### src/rtl/cpc_pixel_decoder_if.sv
`default_nettype none
// ============================================================================
// Module   : cpc_pixel_decoder_if
// Brief    : Raster-side, VRAM and palette signals of the CPC pixel decoder.
// Revision : 1.0
// ============================================================================
interface cpc_pixel_decoder_if;
  logic [15:0] a_i;
  logic [2:0]  pixel_i;
  logic        border_i;
  logic        de_i;
  logic        hs_i;
  logic        vs_i;
  logic [15:0] vram_a_o;
  logic [7:0]  vram_d_i;
  logic [1:0]  mode_i;
  logic        pal_we_i;
  logic [4:0]  pal_sel_i;
  logic [4:0]  pal_dat_i;
  logic [23:0] color_dat_o;
  logic        de_o;
  logic        hs_o;
  logic        vs_o;

  modport master (
    output a_i, pixel_i, border_i, de_i, hs_i, vs_i, vram_d_i,
           mode_i, pal_we_i, pal_sel_i, pal_dat_i,
    input  vram_a_o, color_dat_o, de_o, hs_o, vs_o
  );

  modport slave (
    input  a_i, pixel_i, border_i, de_i, hs_i, vs_i, vram_d_i,
           mode_i, pal_we_i, pal_sel_i, pal_dat_i,
    output vram_a_o, color_dat_o, de_o, hs_o, vs_o
  );
endinterface
`default_nettype wire

### src/rtl/cpc_pixel_decoder.sv
`default_nettype none
// ============================================================================
// Module   : cpc_pixel_decoder
// Brief    : VRAM fetch, CPC mode 0-3 ink decode, palette and RGB mapping,
//            with sync/DE re-timed to leave alongside the colour.
// Revision : 1.0
// ============================================================================
module cpc_pixel_decoder #(
  parameter int LATENCY = 3
) (
  input wire clk_i,
  input wire reset_i,
  cpc_pixel_decoder_if.slave bus
);

  logic [15:0]        r_vram_a;
  logic [2:0]         r_pix_s1;
  logic               r_bdr_s1;
  logic [3:0]         r_ink_s2;
  logic               r_bdr_s2;
  logic [LATENCY-1:0] r_de_p;
  logic [LATENCY-1:0] r_hs_p;
  logic [LATENCY-1:0] r_vs_p;
  logic [1:0]         r_mode;
  logic               r_hs_prev;
  logic [4:0]         r_pal [0:16];
  logic [23:0]        r_color;

  logic [3:0]         w_ink;
  logic [4:0]         w_hw;
  logic [23:0]        w_rgb;
  logic [7:0]         w_b;

  assign w_b = bus.vram_d_i;

  // Ink bit interleave of the gate array; mode 3 reuses mode 0 selection.
  always_comb begin
    w_ink = 4'd0;
    case (r_mode)
      2'd2: w_ink = {3'b000, w_b[3'd7 - r_pix_s1]};
      2'd1: w_ink = {2'b00, w_b[3'd3 - {1'b0, r_pix_s1[2:1]}],
                            w_b[3'd7 - {1'b0, r_pix_s1[2:1]}]};
      default: begin
        w_ink = r_pix_s1[2] ? {w_b[0], w_b[4], w_b[2], w_b[6]}
                            : {w_b[1], w_b[5], w_b[3], w_b[7]};
        if (r_mode == 2'd3) w_ink[3:2] = 2'b00;
      end
    endcase
  end

  assign w_hw = r_bdr_s2 ? r_pal[16] : r_pal[{1'b0, r_ink_s2}];

  always_comb begin
    w_rgb = 24'h000000;
    case (w_hw)
      5'h00, 5'h01: w_rgb = 24'h808080;
      5'h02, 5'h11: w_rgb = 24'h00FF80;
      5'h03, 5'h09: w_rgb = 24'hFFFF80;
      5'h04, 5'h10: w_rgb = 24'h000080;
      5'h05, 5'h08: w_rgb = 24'hFF0080;
      5'h06:        w_rgb = 24'h008080;
      5'h07:        w_rgb = 24'hFF8080;
      5'h0A:        w_rgb = 24'hFFFF00;
      5'h0B:        w_rgb = 24'hFFFFFF;
      5'h0C:        w_rgb = 24'hFF0000;
      5'h0D:        w_rgb = 24'hFF00FF;
      5'h0E:        w_rgb = 24'hFF8000;
      5'h0F:        w_rgb = 24'hFF80FF;
      5'h12:        w_rgb = 24'h00FF00;
      5'h13:        w_rgb = 24'h00FFFF;
      5'h14:        w_rgb = 24'h000000;
      5'h15:        w_rgb = 24'h0000FF;
      5'h16:        w_rgb = 24'h008000;
      5'h17:        w_rgb = 24'h0080FF;
      5'h18:        w_rgb = 24'h800080;
      5'h19:        w_rgb = 24'h80FF80;
      5'h1A:        w_rgb = 24'h80FF00;
      5'h1B:        w_rgb = 24'h80FFFF;
      5'h1C:        w_rgb = 24'h800000;
      5'h1D:        w_rgb = 24'h8000FF;
      5'h1E:        w_rgb = 24'h808000;
      5'h1F:        w_rgb = 24'h8080FF;
      default:      w_rgb = 24'h000000;
    endcase
  end

  always_ff @(posedge clk_i or posedge reset_i) begin
    if (reset_i) begin
      r_vram_a  <= 16'h0000;
      r_pix_s1  <= 3'd0;
      r_bdr_s1  <= 1'b0;
      r_ink_s2  <= 4'd0;
      r_bdr_s2  <= 1'b0;
      r_de_p    <= '0;
      r_hs_p    <= '0;
      r_vs_p    <= '0;
      r_mode    <= 2'd1;
      r_hs_prev <= 1'b0;
      r_color   <= 24'h000000;
    end else begin
      r_vram_a  <= bus.a_i;
      r_pix_s1  <= bus.pixel_i;
      r_bdr_s1  <= bus.border_i;
      r_ink_s2  <= w_ink;
      r_bdr_s2  <= r_bdr_s1;
      r_de_p    <= {r_de_p[LATENCY-2:0], bus.de_i};
      r_hs_p    <= {r_hs_p[LATENCY-2:0], bus.hs_i};
      r_vs_p    <= {r_vs_p[LATENCY-2:0], bus.vs_i};
      r_hs_prev <= bus.hs_i;
      // Mode only moves on the HSYNC rising edge, so a line never changes mode mid-way.
      if (bus.hs_i && !r_hs_prev) r_mode <= bus.mode_i;
      r_color   <= r_de_p[LATENCY-2] ? w_rgb : 24'h000000;
    end
  end

  // The S3 read sees the pre-write entry when a write lands on the same edge.
  always_ff @(posedge clk_i or posedge reset_i) begin
    if (reset_i) begin
      for (int i = 0; i < 17; i++) r_pal[i] <= 5'h14;
    end else if (bus.pal_we_i && (bus.pal_sel_i <= 5'd16)) begin
      r_pal[bus.pal_sel_i] <= bus.pal_dat_i;
    end
  end

  assign bus.vram_a_o    = r_vram_a;
  assign bus.color_dat_o = r_color;
  assign bus.de_o        = r_de_p[LATENCY-1];
  assign bus.hs_o        = r_hs_p[LATENCY-1];
  assign bus.vs_o        = r_vs_p[LATENCY-1];

endmodule
`default_nettype wire

### src/flat_wrapper.sv
// flat-port wrapper written by rule: the top's interface ports become plain ports
module cpc_pixel_decoder_flat 
#(
  parameter int LATENCY = 3
)
  (clk_i, reset_i, bus_a_i, bus_pixel_i, bus_border_i, bus_de_i, bus_hs_i, bus_vs_i, bus_vram_d_i, bus_mode_i, bus_pal_we_i, bus_pal_sel_i, bus_pal_dat_i, bus_vram_a_o, bus_color_dat_o, bus_de_o, bus_hs_o, bus_vs_o);
  cpc_pixel_decoder_if bus_i ();
  input wire clk_i;
  input wire reset_i;
  input wire logic [$bits(bus_i.a_i)-1:0] bus_a_i;
  input wire logic [$bits(bus_i.pixel_i)-1:0] bus_pixel_i;
  input wire logic [$bits(bus_i.border_i)-1:0] bus_border_i;
  input wire logic [$bits(bus_i.de_i)-1:0] bus_de_i;
  input wire logic [$bits(bus_i.hs_i)-1:0] bus_hs_i;
  input wire logic [$bits(bus_i.vs_i)-1:0] bus_vs_i;
  input wire logic [$bits(bus_i.vram_d_i)-1:0] bus_vram_d_i;
  input wire logic [$bits(bus_i.mode_i)-1:0] bus_mode_i;
  input wire logic [$bits(bus_i.pal_we_i)-1:0] bus_pal_we_i;
  input wire logic [$bits(bus_i.pal_sel_i)-1:0] bus_pal_sel_i;
  input wire logic [$bits(bus_i.pal_dat_i)-1:0] bus_pal_dat_i;
  output wire logic [$bits(bus_i.vram_a_o)-1:0] bus_vram_a_o;
  output wire logic [$bits(bus_i.color_dat_o)-1:0] bus_color_dat_o;
  output wire logic [$bits(bus_i.de_o)-1:0] bus_de_o;
  output wire logic [$bits(bus_i.hs_o)-1:0] bus_hs_o;
  output wire logic [$bits(bus_i.vs_o)-1:0] bus_vs_o;
  assign bus_i.a_i = bus_a_i;
  assign bus_i.pixel_i = bus_pixel_i;
  assign bus_i.border_i = bus_border_i;
  assign bus_i.de_i = bus_de_i;
  assign bus_i.hs_i = bus_hs_i;
  assign bus_i.vs_i = bus_vs_i;
  assign bus_i.vram_d_i = bus_vram_d_i;
  assign bus_i.mode_i = bus_mode_i;
  assign bus_i.pal_we_i = bus_pal_we_i;
  assign bus_i.pal_sel_i = bus_pal_sel_i;
  assign bus_i.pal_dat_i = bus_pal_dat_i;
  assign bus_vram_a_o = bus_i.vram_a_o;
  assign bus_color_dat_o = bus_i.color_dat_o;
  assign bus_de_o = bus_i.de_o;
  assign bus_hs_o = bus_i.hs_o;
  assign bus_vs_o = bus_i.vs_o;
  cpc_pixel_decoder #(.LATENCY(LATENCY)) u_core (.clk_i(clk_i), .reset_i(reset_i), .bus(bus_i));
endmodule
### config.mk
export PLATFORM = sky130hd
export DESIGN_NAME = cpc_pixel_decoder_flat
export DESIGN_NICKNAME = d
export VERILOG_FILES = /design/src/rtl/cpc_pixel_decoder_if.sv /design/src/rtl/cpc_pixel_decoder.sv /design/src/flat_wrapper.sv
export SDC_FILE = /design/constraint.sdc
export NUM_CORES = 1
export LEC_CHECK = 0
export CORE_MARGIN = 4
export CORE_UTILIZATION = 49
export DETAILED_ROUTE_END_ITERATION = 12
export HOLD_SLACK_MARGIN = 0.03
export PLACE_DENSITY = 0.74
export SLEW_MARGIN = 5
export SYNTH_ARGS = -nofsm -noshare
export SYNTH_HDL_FRONTEND = slang
export SYNTH_SLANG_ARGS = --single-unit
### constraint.sdc
create_clock -name clk_i -period 7.33 [get_ports clk_i]
set_input_delay 1.466 -clock clk_i [delete_from_list [all_inputs] [get_ports clk_i]]
set_output_delay 1.466 -clock clk_i [all_outputs]
set_load 0.01 [all_outputs]
Word-level counts from Yosys, hierarchy flattened:

Memories as Yosys holds them, arrays and structs flattened.
Cells that the tools add are included.

* flip-flop bits (word level): 146
* bits in read-only memories: 768
* memories kept: 1
* word-level logic and storage cells: 65
* output and inout port bits: 43
* input bits: 46

Memory list
* (name not given): words 32, bits a word 24, rd ports 1, clocked after memory_dff 0, wr ports 0, line cpc_pixel_decoder.sv:55 `case (w_hw)`

* add/sub/neg operators: 3
* reduce and logical (&&, ||, !) cells: 4
* bitwise logic cells: 2
* equal/unequal tests: 3
* mux-type cells: 17
* order comparisons: 7

Operators with widths (count)
* $bwmux W85: 1
* $bmux W5 S5: 1
* $demux W5 S5: 1
* $mux W24: 1
* $mux W5: 4
* $ge A6 B6 Y1 const B: 2
* $lt A3 B4 Y1 const B: 3
* $bmux W1 S3: 3
* $pmux W4 S2: 1
* $lt A6 B1 Y1 const B: 1
* $not A4 Y6: 1
* $not A5 Y6: 1
* $le A5 B5 Y1 const B: 1
* $eq A2 B2 Y1 const B: 2
* $mux W4: 1
* $logic_and A1 B1 Y1: 3
* $mux W1: 3
* $sub A2 B2 Y3 const A: 1
* $sub A3 B2 Y3 const A: 1
* $sub A3 B3 Y3 const A: 1
* $eq A2 B1 Y1 const B: 1
* $mux W2: 1
* $logic_not A1 Y1: 1

Depth between registers and ports, before layout:

Gate-level depths: netlist of the first run.
An unclocked memory read counts as a cell.

* word-level depth: 7
* gate-level depth with buffers: 8

Least setup slack after synthesis of the first run:

No wires, ideal clock.

* kind: input port to flip-flop
* start point: input port bus_pal_sel_i[3]
* end point: register u_core.r_pal[45] in the netlist's numbering
* setup slack: 4540 ps
* library setup time: 125 ps
* stages on the path: 4
* arrival time: 2665 ps
* path through: nand2b_1 nor3b_1 nor2b_1 mux2_2

* cells in the longest elaborated chain, start to end: 6
* elaborated cells on any way between the ends: 9
* classes of those cells: 3 x order compare; 3 x mux; 1 x bitwise; 2 x reduce/logical

RTL lines
* start, declared: line flat_wrapper.sv:19 `input wire logic [$bits(bus_i.pal_sel_i)-1:0] bus_pal_sel_i;`
* $not A5 Y6 (implied by the code): line cpc_pixel_decoder.sv:121 `r_pal[bus.pal_sel_i] <= bus.pal_dat_i;`
* $ge A6 B6 Y1 (implied by the code) / $lt A6 B1 Y1 (equally long branches): line cpc_pixel_decoder.sv:121
* $logic_and A1 B1 Y1 (implied by the code): line cpc_pixel_decoder.sv:121
* $mux W5 (implied by the code): line cpc_pixel_decoder.sv:121
* $demux W5 S5: line cpc_pixel_decoder.sv:121
* $bwmux W85: line cpc_pixel_decoder.sv:121
* end signal, assigned by index: line cpc_pixel_decoder.sv:121
* end, declared: line cpc_pixel_decoder.sv:26 `logic [4:0] r_pal [0:16];`

Parallel ways exist; a longest one is shown, timed or not.
A chain may end at the register's enable or synchronous reset.

Worst setup path in the final report of the first run:

* start point: input port bus_pal_sel_i[4]
* end point: register u_core.r_pal[11] in the netlist's numbering

The elaborated chain is that of the path after synthesis.

==> flow_summary.ini, run 1 <==
[logic_synthesis]
postSynthAreaPerCell_um2 = 14.5
synth.top_cells.by_area = dfrtp_1, mux2_2, dfstp_2
synth_enable_flop_cells = 0
netlist_area_um2 = 5690
synthFlopType = dfrtp_1
synth_cell_type_count = 43
syn-num-nets = 441
synthArstFlopShare = 1.00
postSynthCellCount = 392
synth_top_cells_by_count = dfrtp_1, mux2_2, dfstp_2
cell_with_the_most_instances_after_synthesis = dfrtp_1
netlist.area_leader.share = 0.405
synth.yosys.seq_area_share = 0.567
yosysTopAreaCell = dfrtp_1
postSynthRegisterBits = 127
synth_warnings = 0

[global_route]
grt_start_max_net_pins = 67
global_route.usage.total = 0.197
grt_remaining_overflow = 0
via_count_of_the_first_global_routing_pass = 3697
grt_antenna_before_repair = 0
groute.layer.met2.usage = 0.334
gr-max-usage-layer = met2
groute.layer.met1.usage = 0.226
first_pass_grt_wire_length_um = 19400
use_met3 = 0.0799

[placement]
buffer_ports.inserted = 88
detailed_place_hpwl_um = 8410
placement.setup.worst_slack_ns = 3.75
globalplace.congestion = 0.788

[routing]
num_vias = 3443
final_antenna_net_count = 0
wirelength_um = 12100
routed_wire_length_per_instance_um = 19.3
detail_route.vias_per_cell = 5.52
dr.pass1.iters = 4
drt-initial-drc-count = 127
drc_errors = 0

[cells_and_area]
area_growth_pct = 25.4
layout.nets = 517
diodes = 0
drive_above_1_share = 0.364
fin_util = 0.627

[cts]
ctsHtreeMaxLevel = 4
cts_max_path_buffers = 2
cts_tree = done
cts_repair_resize_count = 0
numClockSinks = 127
postCtsSetupBuffers = 0
hold_buffers = 0
clk-insertion-delay-late_ns = 0.42
clk_pin_slew_ns = 0.06
cts_buffers = 17
clk_root_buffer_cell = clkbuf_16

[timing]
maxSlewHeadroom = 0.432
maxClockFrequency_mhz = 318
final.setup.worst_slack_ns = 4.18
grt_setup_unrepaired = no
timing.final.crit_period_ns = 3.15
fin_crit_sh = 0.429
timing.setup.tns_ns = 0
hold_ws_ns = 0.346
final.setup_skew_ns = 0.00837
timing.final.max_slew_violations = 0
hold_violations = 0
timing_worst_slew_pin_value_ns = 0.852
setup_viol = 0

[status]
outcome = complete, no violations

[floorplan]
die_area_um2 = 13400
floorplan.initialDensity = 0.500
num_rows = 39
dieHeight_um = 116
placeable_core_region_um2 = 11400
num_io_pins = 89
floorplan.die.width_um = 116

[power]
power.ir.vdd_worst_mv = 0.229
power.leakage_nw = 3.00
power-per-cell-area_nw_per_um2 = 306
finalPower_mw = 2.18

[setup_path]
worst-endpoint-required_ns = 7.63
critical_path.max_fanout = 7
critical_path_arrival_ns = 3.45
setup.worst_path.start_class = input pin
worst-path-buf-inv = 1
slowest_stage = nor3b_1
critical-path-max-stage-delay_ns = 0.72
cell_breakdown_of_the_critical_path = clkdlybuf4s50_1 > nand4b_1 > nor3b_1 > mux2_2
type_of_destination_of_the_critical_path = flop
startpoint_to_endpoint_class_of_the_critical_path = in -> reg
critical_path.top_delay_family = simple AND/OR/NAND/NOR gates

[run]
max_cap_viol_count = 0

[hold_path]
worst_hold_path_type = reg -> reg
[cells by family after synthesis]
family	after synthesis	share of synthesized area
muxes	133	0.280
buffers and inverters	41	0.0493
DFF	127	0.567
AOI/OAI and AO/OA	31	0.0418
and+or+nand+nor	57	0.0557
adders and majority gates	3	0.00660
[stage by stage]
step / instances / instance area (um^2)
after floorplan: 392 / 5690
after global placement: 592 / 6510
after detailed placement: 592 / 6510
after CTS: 624 / 7130
after global routing: 624 / 7130
final: 624 / 7130
[sequential cells by signal, indices dropped and copies added, names as in the netlist]
signal / flops
u_core.r_de_p: 3
u_core.r_bdr_s1: 1
u_core.r_ink_s2: 4
u_core.r_vs_p: 3
u_core.bus.vram_a_o: 16
u_core.r_pix_s1: 3
u_core.bus.color_dat_o: 6
u_core.r_mode: 2
u_core.r_hs_p: 3
u_core.r_bdr_s2: 1
u_core.r_pal: 85
[per-layer routing]
| layer | vias to the layer above | routed length, um |
|---|---|---|
| met3 | 23 | 754 |
| met2 | 94 | 6270 |
| met1 | 1772 | 4790 |
| met4 | 0 | 236 |
| met5 | - | 0 |
| li1 | 1554 | - |
[layout make-up]
type / count / area (um^2)
tap: 143 / 179
clock buffer: 20 / 457
sequential: 127 / 3220
fill: 842 / 4240
multi-input combinational: 224 / 2180
inverter: 8 / 32.5
timing repair buffer: 90 / 896
clock inverter: 12 / 161
[final timing paths]
path                                                         to  slack (ns)                    startpoint  cells after the start
setup / recovery                   u_core.r_pal[11]$_DFFE_PP0P_        4.18              bus_pal_sel_i[4]                      4
min in group asynchronous            u_core.r_vs_p[1]$_DFF_PP0_        1.54                       reset_i                      2
setup reg to reg           u_core.bus.color_dat_o[14]$_DFF_PP0_        4.80  u_core.r_ink_s2[2]$_DFF_PP0_                      6
hold reg to reg                       u_core.r_bdr_s2$_DFF_PP0_        0.35     u_core.r_bdr_s1$_DFF_PP0_                      0
max in group asynchronous  u_core.bus.color_dat_o[15]$_DFF_PP0_        4.52                       reset_i                      3
hold / removal                        u_core.r_bdr_s2$_DFF_PP0_        0.35     u_core.r_bdr_s1$_DFF_PP0_                      0
[cells in the final DEF, fill, tap and decap left out, types with 2 or more instances in the layout]
| cell type | count |
|---|---|
| mux4_2 | 12 |
| nor2_1 | 6 |
| mux2_1 | 3 |
| bufinv_16 | 3 |
| ha_1 | 3 |
| clkinv_4 | 5 |
| a221o_1 | 2 |
| clkbuf_8 | 2 |
| clkbuf_16 | 17 |
| nand2_1 | 20 |
| clkdlybuf4s50_1 | 88 |
| buf_4 | 2 |
| inv_1 | 7 |
| or2_2 | 2 |
| a22o_1 | 2 |
| o21ai_0 | 3 |
| a21oi_1 | 6 |
| dfrtp_1 | 92 |
| and3_1 | 3 |
| clkinvlp_4 | 3 |
| a22oi_1 | 9 |
| nand2b_1 | 2 |
| dfstp_2 | 35 |
| mux2i_1 | 32 |
| nor3_1 | 3 |
| nor3b_1 | 4 |
| mux2_2 | 86 |
| nor2b_1 | 8 |
[power breakdown]
part	leakage, nW	total [mW]	internal (mW)	switching, mW
sequential	1.51	0.913	0.839	0.0734
combinational	1.20	0.408	0.231	0.177
clock	0.292	0.863	0.554	0.309
total	3.00	2.18	1.62	0.560
(Power assumes the default switching activity.)
==> run 2: changes to the inputs <==
--- a/config.mk
+++ b/config.mk
@@ -9,7 +9,7 @@
 export CORE_UTILIZATION = 49
 export DETAILED_ROUTE_END_ITERATION = 12
 export HOLD_SLACK_MARGIN = 0.03
-export PLACE_DENSITY = 0.74
+export PLACE_DENSITY = 0.77
 export SLEW_MARGIN = 5
 export SYNTH_ARGS = -nofsm -noshare
 export SYNTH_HDL_FRONTEND = slang
==> constraint.sdc (replaced) <==
create_clock -name clk_i -period 2.6 [get_ports clk_i]
set_input_delay 0.52 -clock clk_i [delete_from_list [all_inputs] [get_ports clk_i]]
set_output_delay 0.52 -clock clk_i [all_outputs]
set_load 0.01 [all_outputs]
==> flow_summary.ini, run 2 (synthesis results as in run 1) <==
[hold_path]
worst_hold_path_type = reg -> reg

[setup_path]
critical_path.max_fanout = 11
worst-path-buf-inv = 0
critical-path-max-stage-delay_ns = 0.67
critical_path_arrival_ns = 2.56
startpoint_to_endpoint_class_of_the_critical_path = reg -> reg
setup.worst_path.start_class = flop
slowest_stage = dfrtp_1
critical_path.top_delay_family = multiplexers
type_of_destination_of_the_critical_path = flop
worst-endpoint-required_ns = 2.89
cell_breakdown_of_the_critical_path = mux4_2 > mux2_2 > o21ai_2 > nand2_1 > o221a_1

[placement]
globalplace.congestion = 0.847
detailed_place_hpwl_um = 8240
buffer_ports.inserted = 88

[power]
power.leakage_nw = 3.05
power.ir.vdd_worst_mv = 0.562
power.share.switching = 0.250
power-per-cell-area_nw_per_um2 = 845
combinationalPowerShare = 0.195
seq_power_share = 0.421
net-switching-power_mw = 1.52
cell_internal_pwr_mw = 4.56
share_clk_of_total_power = 0.385

[timing]
timing.final.max_slew_violations = 0
setup_viol = 0
final.setup_skew_ns = 0.00754
timing.setup.tns_ns = 0
timing.final.crit_period_ns = 2.27
timing_worst_slew_pin_value_ns = 0.742
maxClockFrequency_mhz = 441
maxSlewHeadroom = 0.504
fin_crit_sh = 0.872
hold_violations = 0
grt_setup_unrepaired = no

[cts]
clk_root_buffer_cell = clkbuf_16
postCtsSetupBuffers = 0
hold_buffers = 0
cts_repair_resize_count = 0
cts_max_path_buffers = 2
ctsHtreeMaxLevel = 4
cts_buffers = 17
numClockSinks = 127
cts_tree = done
clk-insertion-delay-late_ns = 0.41
clk_pin_slew_ns = 0.05

[cells_and_area]
fin_util = 0.634
number_of_flip_flops_under_the_largest_register_name = 85
area_growth_pct = 26.7
fillCellCount = 853
register_with_the_most_flip_flops = u_core.r_pal
layout.nets = 527
diodes = 0
multiInputGateArea_um2 = 2180
drive_above_1_share = 0.371
layout_common_cells = dfrtp_1, clkdlybuf4s50_1, mux2_2
layout.cells.most_common = dfrtp_1
ff_latch_area_um2 = 3220

[global_route]
groute.layer.met2.usage = 0.321
use_met3 = 0.0747
grt_remaining_overflow = 0
global_route.usage.total = 0.195
grt_antenna_before_repair = 0
groute.layer.met1.usage = 0.228
via_count_of_the_first_global_routing_pass = 3764
grt_start_max_net_pins = 89
first_pass_grt_wire_length_um = 19400
gr-max-usage-layer = met2

[routing]
routed_wire_length_per_instance_um = 18.6
drc_errors = 0
num_vias = 3505
wirelength_um = 11800
dr.pass1.iters = 4
detail_route.vias_per_cell = 5.53
drt-initial-drc-count = 131
final_antenna_net_count = 0

[floorplan]
placeable_core_region_um2 = 11400
floorplan.initialDensity = 0.500
num_rows = 39
die_area_um2 = 13400
dieHeight_um = 116
num_io_pins = 89
floorplan.die.width_um = 116

[run]
max_cap_viol_count = 0

[status]
outcome = complete, no violations
run 2: changes by cell type in the layout (fill, tap and decap cells not counted):
| cell | previous run | this run |
|---|---|---|
| buf_4 | 2 | 10 |
| clkbuf_1 | 1 | 4 |
| clkinv_2 | 1 | 3 |
| clkbuf_8 | 2 | 1 |
| clkinv_4 | 5 | 2 |
| buf_12 | 0 | 2 |
| inv_4 | 1 | 0 |
run 2: power groups by stage:
stage               Sequential (mW)  Clock (mW)  Combinational, mW
floorplan                      2.53           0              0.870
global placement               2.57           0               1.16
detailed placement             2.59           0               1.19
CTS                            2.56        2.39               1.20
global route                   2.60        2.48               1.29
finish                         2.56        2.34               1.18
run 2: area by class of cell:
class / count / area share
inverters: 8 / 0.00469
clock buffers: 22 / 0.0630
flip-flops and latches: 127 / 0.447
multi-input cells: 224 / 0.303
well taps: 143 / 0.0248
clock inverters: 10 / 0.0191
repair buffers: 100 / 0.138
run 2: final timing paths:
path	from	end	slack, ns	cells after the start
max	u_core.r_ink_s2[0]$_DFF_PP0_	u_core.bus.color_dat_o[15]$_DFF_PP0_	0.33	5
min	u_core.r_vs_p[0]$_DFF_PP0_	u_core.r_vs_p[1]$_DFF_PP0_	0.34	0
max reg2reg	u_core.r_ink_s2[0]$_DFF_PP0_	u_core.bus.color_dat_o[15]$_DFF_PP0_	0.33	5
min reg2reg	u_core.r_vs_p[0]$_DFF_PP0_	u_core.r_vs_p[1]$_DFF_PP0_	0.34	0
max in group asynchronous	reset_i	u_core.r_pal[57]$_DFFE_PP1P_	1.60	3
min in group asynchronous	reset_i	u_core.bus.vram_a_o[9]$_DFF_PP0_	0.61	3
run 2: metal layers:
| metal | part of all wire | vias up |
|---|---|---|
| met5 | 0 | - |
| met4 | 0.028 | 0 |
| met3 | 0.064 | 24 |
| met2 | 0.51 | 99 |
| met1 | 0.40 | 1805 |
| li1 | - | 1577 |
run 2: per-stage QoR:
stage | power [mW] | setup slack (ns) | instance area [um^2] | cells | hold WS (ns)
after global placement | 3.73 | 0.314 | 6620 | 602 | 0.332
after detailed placement | 3.78 | 0.232 | 6620 | 602 | 0.336
final | 6.09 | 0.333 | 7210 | 634 | 0.343
after global routing | 6.37 | 0.190 | 7210 | 634 | 0.351
after floorplan | 3.40 | 0.541 | 5690 | 392 | 0.331
after CTS | 6.15 | 0.325 | 7210 | 634 | 0.343
run 2: worst reg2reg max path: stages (launching register included):
cell and delay [ns]:
dfrtp_1 0.67, mux4_2 0.58, mux2_2 0.30, o21ai_2 0.27, nand2_1 0.11, o221a_1 0.22
==> run 3: changes to the inputs <==
--- a/config.mk
+++ b/config.mk
@@ -5,7 +5,8 @@
 export SDC_FILE = /design/constraint.sdc
 export NUM_CORES = 1
 export LEC_CHECK = 0
-export CORE_MARGIN = 4
+export CAP_MARGIN = 10
+export CORE_MARGIN = 5
 export CORE_UTILIZATION = 49
 export DETAILED_ROUTE_END_ITERATION = 12
 export HOLD_SLACK_MARGIN = 0.03
==> flow_summary.ini, run 3 (synthesis results as in run 1) <==
[cells_and_area]
drive_above_1_share = 0.374
area_growth_pct = 27.2
diodes = 0
number_of_flip_flops_under_the_largest_register_name = 85
fin_util = 0.633
register_with_the_most_flip_flops = u_core.r_pal
fillCellCount = 835
layout.cells.most_common = dfrtp_1
layout.nets = 525
layout_common_cells = dfrtp_1, clkdlybuf4s50_1, mux2_2

[global_route]
grt_start_max_net_pins = 79
first_pass_grt_wire_length_um = 20100
grt_antenna_before_repair = 0
via_count_of_the_first_global_routing_pass = 3718
global_route.usage.total = 0.185
grt_remaining_overflow = 0

[cts]
cts_repair_resize_count = 0
postCtsSetupBuffers = 0
clk_pin_slew_ns = 0.05
cts_max_path_buffers = 2
numClockSinks = 127
cts_buffers = 17
cts_tree = done
clk-insertion-delay-late_ns = 0.41
hold_buffers = 0
clk_root_buffer_cell = clkbuf_16
ctsHtreeMaxLevel = 4

[setup_path]
setup.worst_path.start_class = flop
critical_path_arrival_ns = 2.56
critical_path.max_fanout = 15
type_of_destination_of_the_critical_path = flop
reg2reg_setup_slack_ns = 0.29
startpoint_to_endpoint_class_of_the_critical_path = reg -> reg
worst-endpoint-required_ns = 2.85

[floorplan]
dieHeight_um = 118
num_io_pins = 89
num_rows = 39
placeable_core_region_um2 = 11400
floorplan.initialDensity = 0.498
floorplan.die.width_um = 118
die_area_um2 = 13900

[timing]
final.setup_skew_ns = 0.0108
hold_ws_ns = 0.345
grt_setup_unrepaired = no
fin_crit_sh = 0.888
timing.final.max_slew_violations = 0
timing_worst_slew_pin_value_ns = 0.674
hold_violations = 0
final.setup.worst_slack_ns = 0.291
setup_viol = 0
maxSlewHeadroom = 0.551
timing.final.crit_period_ns = 2.31
maxClockFrequency_mhz = 433
timing.setup.tns_ns = 0

[routing]
final_antenna_net_count = 0
drc_errors = 0
wirelength_um = 12300
detail_route.vias_per_cell = 5.45
drt-initial-drc-count = 207
routed_wire_length_per_instance_um = 19.4
dr.pass1.iters = 4
num_vias = 3442

[power]
seq_power_share = 0.413
share_clk_of_total_power = 0.397
combinationalPowerShare = 0.189
power.share.switching = 0.254
power.ir.vdd_worst_mv = 0.690
cell_internal_pwr_mw = 4.64
power-per-cell-area_nw_per_um2 = 860
power.leakage_nw = 3.06
net-switching-power_mw = 1.58

[placement]
buffer_ports.inserted = 88
placement.setup.worst_slack_ns = 0.217
globalplace.congestion = 0.819
detailed_place_hpwl_um = 8420

[hold_path]
worst_hold_path_type = reg -> reg

[status]
outcome = complete, no violations

[run]
max_cap_viol_count = 0
[run 3: final timing paths]
kind | from | to | depth (start not counted)
setup / recovery | u_core.r_ink_s2[2]$_DFF_PP0_ | u_core.bus.color_dat_o[23]$_DFF_PP0_ | 4
hold / removal | u_core.r_bdr_s1$_DFF_PP0_ | u_core.r_bdr_s2$_DFF_PP0_ | 0
setup reg to reg | u_core.r_ink_s2[2]$_DFF_PP0_ | u_core.bus.color_dat_o[23]$_DFF_PP0_ | 4
max in group asynchronous | reset_i | u_core.r_pal[52]$_DFFE_PP1P_ | 3
min in group asynchronous | reset_i | u_core.r_vs_p[1]$_DFF_PP0_ | 3
hold reg to reg | u_core.r_bdr_s1$_DFF_PP0_ | u_core.r_bdr_s2$_DFF_PP0_ | 0
[run 3: layer usage]
layer,part of all wire,wire length (um),global-route usage
met5,0,0,0
met1,0.43,5260,0.239
met2,0.50,6090,0.295
met3,0.065,803,0.0634
met4,0.011,138,0.0588
[run 3: critical path, cell delays in order (launching register included)]
cell and delay (ns):
dfrtp_1 0.77, mux2i_1 0.18, mux4_2 0.53, a222oi_1 0.48, a221oi_1 0.19
[run 3: final cells by class]
class,count,area [um^2],share of cell area
multi-input combinational,224,2180,0.302
sequential,127,3220,0.445
timing repair buffer,98,993,0.137
clock buffer,18,429,0.0593
clock inverter,14,191,0.0265
tap,143,179,0.0247
inverter,8,33.8,0.00467
[run 3: metrics by stage]
stage / cell area [um^2] / power (mW) / std cells
after floorplan: 5690 / 3.40 / 392
after global placement: 6610 / 3.73 / 600
after detailed placement: 6610 / 3.78 / 600
after CTS: 7230 / 6.28 / 632
after global routing: 7230 / 6.49 / 632
final: 7230 / 6.22 / 632
[run 3: power by group through the flow]
stage | Clock [mW] | Sequential [mW] | Combinational [mW]
finish | 2.47 | 2.57 | 1.18
global route | 2.61 | 2.61 | 1.27
CTS | 2.51 | 2.57 | 1.19
detailed placement | 0 | 2.60 | 1.18
global placement | 0 | 2.58 | 1.15
floorplan | 0 | 2.53 | 0.870
